### src/rtl/uart_boot_loader_if.sv
// rtl/uart_boot_loader_if.sv - instruction memory write port between boot loader and imem
interface uart_boot_loader_if #(
    parameter int ADDR_W = 8
);
    logic              imem_wren;
    logic [ADDR_W-1:0] imem_address;
    logic [31:0]       imem_data;

    modport master (output imem_wren, output imem_address, output imem_data);
    modport slave  (input  imem_wren, input  imem_address, input  imem_data);
endinterface

### src/rtl/uart_boot_loader.sv
// rtl/uart_boot_loader.sv - UART image receiver that fills imem and holds the CPU until the checksum passes
module uart_boot_loader #(
    parameter int CLKS_PER_BIT = 434,
    parameter int ADDR_W       = 8
) (
    input  logic                      clk,
    input  logic                      reset,
    input  logic                      uart_rx,
    uart_boot_loader_if.master        imem,
    output logic                      cpu_hold,
    output logic                      boot_done,
    output logic                      boot_error
);
    localparam int CNT_W = $clog2(CLKS_PER_BIT);
    localparam int HALF  = CLKS_PER_BIT / 2;
    localparam logic [7:0] HDR_BYTE = 8'hA5;

    typedef enum logic [1:0] {RX_IDLE, RX_START, RX_DATA, RX_STOP} rx_state_t;
    typedef enum logic [2:0] {P_IDLE, P_COUNT, P_DATA, P_CHECK, P_DONE} p_state_t;

    logic             rx_meta, rx_sync;
    rx_state_t        rx_state, rx_next;
    logic [CNT_W-1:0] rx_cnt;
    logic [2:0]       bit_idx;
    logic [7:0]       rx_byte;
    logic             rx_tick, half_tick, rx_valid, rx_ferr;

    p_state_t          p_state, p_next;
    logic [ADDR_W-1:0] addr_cnt, n_reg, last_addr;
    logic [1:0]        byte_lane;
    logic [31:0]       word_reg;
    logic [7:0]        csum;
    logic              hdr_seen, wr_word, set_done, set_err, last_byte;

    always_ff @(posedge clk or negedge reset) begin
        if (!reset) begin
            rx_meta <= 1'b1;
            rx_sync <= 1'b1;
        end else begin
            rx_meta <= uart_rx;
            rx_sync <= rx_meta;
        end
    end

    assign rx_tick   = (rx_cnt == CNT_W'(CLKS_PER_BIT - 1));
    assign half_tick = (rx_cnt == CNT_W'(HALF - 1));

    always_ff @(posedge clk or negedge reset) begin
        if (!reset) rx_state <= RX_IDLE;
        else        rx_state <= rx_next;
    end

    always_comb begin
        rx_next = rx_state;
        case (rx_state)
            RX_IDLE:  if (!rx_sync) rx_next = RX_START;
            RX_START: if (half_tick) rx_next = rx_sync ? RX_IDLE : RX_DATA;
            RX_DATA:  if (rx_tick && bit_idx == 3'd7) rx_next = RX_STOP;
            RX_STOP:  if (rx_tick) rx_next = RX_IDLE;
            default:  rx_next = RX_IDLE;
        endcase
    end

    always_comb begin
        rx_valid = 1'b0;
        rx_ferr  = 1'b0;
        if (rx_state == RX_STOP && rx_tick) begin
            rx_valid = rx_sync;
            rx_ferr  = !rx_sync;
        end
    end

    // The bit counter restarts on every state change so data samples land mid-bit after the half-bit start wait.
    always_ff @(posedge clk or negedge reset) begin
        if (!reset) begin
            rx_cnt  <= '0;
            bit_idx <= '0;
            rx_byte <= '0;
        end else begin
            if (rx_state == RX_IDLE || rx_state != rx_next || (rx_state == RX_DATA && rx_tick))
                rx_cnt <= '0;
            else
                rx_cnt <= rx_cnt + CNT_W'(1);
            if (rx_state == RX_START)
                bit_idx <= '0;
            else if (rx_state == RX_DATA && rx_tick) begin
                bit_idx <= bit_idx + 3'd1;
                rx_byte <= {rx_sync, rx_byte[7:1]};
            end
        end
    end

    // N of zero wraps last_addr to all ones, giving a full 2^ADDR_W image.
    assign last_addr = n_reg - ADDR_W'(1);
    assign last_byte = (byte_lane == 2'd3) && (addr_cnt == last_addr);

    always_ff @(posedge clk or negedge reset) begin
        if (!reset) p_state <= P_IDLE;
        else        p_state <= p_next;
    end

    always_comb begin
        p_next = p_state;
        case (p_state)
            P_IDLE:  if (rx_valid && rx_byte == HDR_BYTE) p_next = P_COUNT;
            P_COUNT: if (rx_ferr) p_next = P_IDLE;
                     else if (rx_valid) p_next = P_DATA;
            P_DATA:  if (rx_ferr) p_next = P_IDLE;
                     else if (rx_valid && last_byte) p_next = P_CHECK;
            P_CHECK: if (rx_ferr) p_next = P_IDLE;
                     else if (rx_valid) p_next = (rx_byte == csum) ? P_DONE : P_IDLE;
            P_DONE:  p_next = P_DONE;
            default: p_next = P_IDLE;
        endcase
    end

    always_comb begin
        hdr_seen = (p_state == P_IDLE) && rx_valid && (rx_byte == HDR_BYTE);
        wr_word  = (p_state == P_DATA) && rx_valid && (byte_lane == 2'd3);
        set_done = (p_state == P_CHECK) && rx_valid && (rx_byte == csum);
        set_err  = ((p_state == P_CHECK) && rx_valid && (rx_byte != csum))
                 || (rx_ferr && (p_state == P_COUNT || p_state == P_DATA || p_state == P_CHECK));
    end

    always_ff @(posedge clk or negedge reset) begin
        if (!reset) begin
            addr_cnt          <= '0;
            n_reg             <= '0;
            byte_lane         <= '0;
            word_reg          <= '0;
            csum              <= '0;
            imem.imem_wren    <= 1'b0;
            imem.imem_address <= '0;
            imem.imem_data    <= '0;
            boot_done         <= 1'b0;
            boot_error        <= 1'b0;
            cpu_hold          <= 1'b1;
        end else begin
            imem.imem_wren <= wr_word;
            if (wr_word) begin
                imem.imem_address <= addr_cnt;
                imem.imem_data    <= {rx_byte, word_reg[23:0]};
            end
            if (imem.imem_wren && addr_cnt != last_addr)
                addr_cnt <= addr_cnt + ADDR_W'(1);
            if (p_state == P_COUNT && rx_valid)
                n_reg <= ADDR_W'(rx_byte);
            if (p_state == P_DATA && rx_valid) begin
                word_reg[8*byte_lane +: 8] <= rx_byte;
                csum                       <= csum ^ rx_byte;
                byte_lane                  <= byte_lane + 2'd1;
            end
            if (hdr_seen) begin
                addr_cnt   <= '0;
                csum       <= '0;
                byte_lane  <= '0;
                boot_error <= 1'b0;
            end
            if (set_err)  boot_error <= 1'b1;
            if (set_done) boot_done  <= 1'b1;
            if (boot_done) cpu_hold  <= 1'b0;
        end
    end
endmodule
### src/flat_wrapper.sv
// flat-port wrapper written by rule: the top's interface ports become plain ports
module uart_boot_loader_flat 
#(
    parameter int CLKS_PER_BIT = 434,
    parameter int ADDR_W       = 8
)
  (clk, reset, uart_rx, cpu_hold, boot_done, boot_error, imem_imem_wren, imem_imem_address, imem_imem_data);
  uart_boot_loader_if #(.ADDR_W(ADDR_W)) imem_i ();
  input  logic clk;
  input  logic reset;
  input  logic uart_rx;
  output logic cpu_hold;
  output logic boot_done;
  output logic boot_error;
  output wire logic [$bits(imem_i.imem_wren)-1:0] imem_imem_wren;
  output wire logic [$bits(imem_i.imem_address)-1:0] imem_imem_address;
  output wire logic [$bits(imem_i.imem_data)-1:0] imem_imem_data;
  assign imem_imem_wren = imem_i.imem_wren;
  assign imem_imem_address = imem_i.imem_address;
  assign imem_imem_data = imem_i.imem_data;
  uart_boot_loader #(.CLKS_PER_BIT(CLKS_PER_BIT), .ADDR_W(ADDR_W)) u_core (.clk(clk), .reset(reset), .uart_rx(uart_rx), .imem(imem_i), .cpu_hold(cpu_hold), .boot_done(boot_done), .boot_error(boot_error));
endmodule
### config.mk
export PLATFORM = sky130hd
export DESIGN_NAME = uart_boot_loader_flat
export DESIGN_NICKNAME = d
export VERILOG_FILES = /design/src/rtl/uart_boot_loader_if.sv /design/src/rtl/uart_boot_loader.sv /design/src/flat_wrapper.sv
export SDC_FILE = /design/constraint.sdc
export NUM_CORES = 1
export LEC_CHECK = 0
export ABC_CLOCK_PERIOD_IN_PS = 5100
export CORE_MARGIN = 2
export CORE_UTILIZATION = 62
export CTS_CLUSTER_DIAMETER = 200
export DETAILED_ROUTE_END_ITERATION = 12
export HOLD_SLACK_MARGIN = 0.06
export MAX_ROUTING_LAYER = met4
export PLACE_DENSITY = 0.85
export SKIP_LAST_GASP = 1
export SYNTH_ARGS = -nofsm -noshare
export SYNTH_HDL_FRONTEND = slang
export SYNTH_SLANG_ARGS = --single-unit
### constraint.sdc
create_clock -name clk -period 5.1 [get_ports clk]
set_input_delay 1.53 -clock clk [delete_from_list [all_inputs] [get_ports clk]]
set_output_delay 1.53 -clock clk [all_outputs]
set_load 0.005 [all_outputs]
==> metrics.cfg <==
[clock_network]
clock-sinks = 121
cts_max_level = 4
insertion_delay_ps = 520
cts_tree = built
post-cts-setup-buffer-count = 0
clk_pin_slew_ps = 60
root_buffer = clkbuf_8
cts.path.max_buffers = 2
ctsHoldBuffers = 0
cts-buffers-inserted = 17
cts-resized-gates = 0

[routing]
first_pass_iters = 6
ant_nets = 0
dr.first_iter.drc_count = 233
routed_wl_um = 12100
drc = 0
routedWlPerCell_um = 16.27
via_count = 4315
viasPerCell = 5.800

[floorplan]
dieArea_mm2 = 0.009822
start_util_pct = 63.99
rows = 34
die_x_um = 99.11
fp.dieH_um = 99.11
coreArea_mm2 = 0.008763
io_pins = 47

[critical_path]
worstSetupEndpoint = cpu_hold
r2r-end = u_core.imem.imem_data[29]
crit_path_start_kind = register
critPathMaxStageDelay_ps = 530
worstPathMaxFanout = 2
critPathBufInv = 1
cp.arrival_ps = 1550
crit_family = flip-flops
crit_start = u_core.cpu_hold
worstSetupEndpointType = output port
crit_chain = clkdlybuf4s50_1
reg2reg_depth = 9
reg2reg_slack_ps = 2180
path_class = register to output port
cp_num_cells = 1
cp_slowest_cell = dfstp_2
cp_data_required_time_ps = 3570
r2r-start = u_core.rx_cnt[1]

[placed_design]
hpwl_um = 7658
placed_cell_area_mm2 = 0.006083
io_buffers = 46
dp_cells = 712
gp_congestion = 0.8367

[layout]
diodes = 0
num-fill-cells = 575
post_layout_nonfiller_instances = 744
final_cell_mix = nand2_1 (169), dfrtp_1 (118), clkdlybuf4s50_1 (45)
largest_reg_flops = 32
final_nets = 638
final_area_mm2 = 0.006674
fin_util_pct = 76.16
drive_gt1_share_pct = 9.277
mostFrequentLayoutCell = nand2_1
area.growth.synth_to_final_pct = 19.01

[timing]
max_slew_margin_pct = 18.95
worstMarginPinSlew_ps = 1215
fin_skew_ps = 6.781
rsz0062_at_grt = false
fin_crit_ps = 3082
drv_slew = 0
finalSetupViolCount = 0
setup_tns_ps = 0
hold_viol = 0
finalCritPeriodShare_pct = 60.43
fmax_ghz = 0.3245

[synthesis]
avgSynthCellArea_um2 = 9.537
ys_top_cells_by_area = dfrtp_1 (53%), nand2_1 (11%), o21ai_0 (3.8%)
synth_fp_nets = 603
yosysWarningCount = 0
synth_edf_count = 0
yosysSeqAreaShare_pct = 54.06
ys.flop_type = dfrtp_1
async_flop_share_pct = 100.0
synth_cell_type_count = 55
yosysTopAreaCell = dfrtp_1
syn_area_mm2 = 0.005608
ys_ff_latch = 121
synth_top_area_share_pct = 52.66
syn-instance-count = 588

[grt]
antenna_found_initial = 0
grt_pass1_wl_um = 20840
grt_max_degree = 69
grt.total_usage_pct = 27.75
grt-ovfl-total = 0
grt_pass1_vias = 4270

[status]
outcome = completed

[min_path]
hold_class = register to register

[pwr]
p_leak_uw = 0.003082
power_density_mw_per_mm2 = 325.6
peakVddDrop_mv = 0.3435
fin_total_pwr_uw = 2173

[flow_run]
drv_cap = 0

-- Yosys cell counts, types with 4 or more instances --
master and count:
xor2_1 13, buf_2 6, nor2_1 28, and3_1 6
inv_1 19, a21oi_1 14, dfrtp_1 118, nand2_1 169
nor3b_1 4, nand4_1 4, nand3_1 18, nor3_1 4
mux2_2 15, nor2b_1 7, clkbuf_1 24, o21ai_0 43
ha_1 12, or3_1 7, xnor2_1 19
-- layer usage --
layer,track usage (%),vias up,part of all wire (%)
met1,34.58,2117,42
li1,-,2026,-
met3,7.379,26,6.1
met5,-,-,0
met4,9.168,0,1.8
met2,44.59,146,50
-- power by group --
part	switching [µW]	total, µW	internal (µW)
Sequential	1.39	963	962
Combinational	18.9	21.3	2.36
Clock	441	1190	747
-- worst min-delay path by stage --
stage,startpoint,end,slack (ps),depth (start not counted)
after detailed placement,u_core.rx_meta,u_core.rx_sync,350,0
final,u_core.rx_meta,u_core.rx_sync,360,0
after CTS,u_core.rx_meta,u_core.rx_sync,360,0
after global routing,u_core.rx_meta,u_core.rx_sync,360,0
after global placement,u_core.rx_meta,u_core.rx_sync,350,0
after floorplan,u_core.rx_meta,u_core.rx_sync,350,0
-- logic make-up after synthesis --
logic type | count (synthesis) | synth area share [%]
fa+ha+maj | 12 | 2.677
compound gates | 83 | 8.992
mux | 17 | 3.369
flops | 121 | 54.06
buf+inv | 52 | 3.771
xor+xnor | 32 | 4.998
simple gates | 271 | 22.13
-- through the flow --
stage	setup WS, ps	hold WS [ps]
after floorplan	2734	345.2
after global routing	1854	363.1
after detailed placement	2225	348.7
final	2018	356.5
after global placement	2389	347.0
after CTS	2000	357.3
-- area by class of cell --
class | count | area, µm² | area share [%]
flip-flops and latches | 121 | 3032 | 45.43
multi-input cells | 415 | 2365 | 35.43
repair buffers | 49 | 480.5 | 7.199
clock buffers | 18 | 417.9 | 6.262
clock inverters | 14 | 172.7 | 2.587
well taps | 108 | 135.1 | 2.025
inverters | 19 | 71.32 | 1.069
Note: power is estimated with default switching activity, not from simulation.
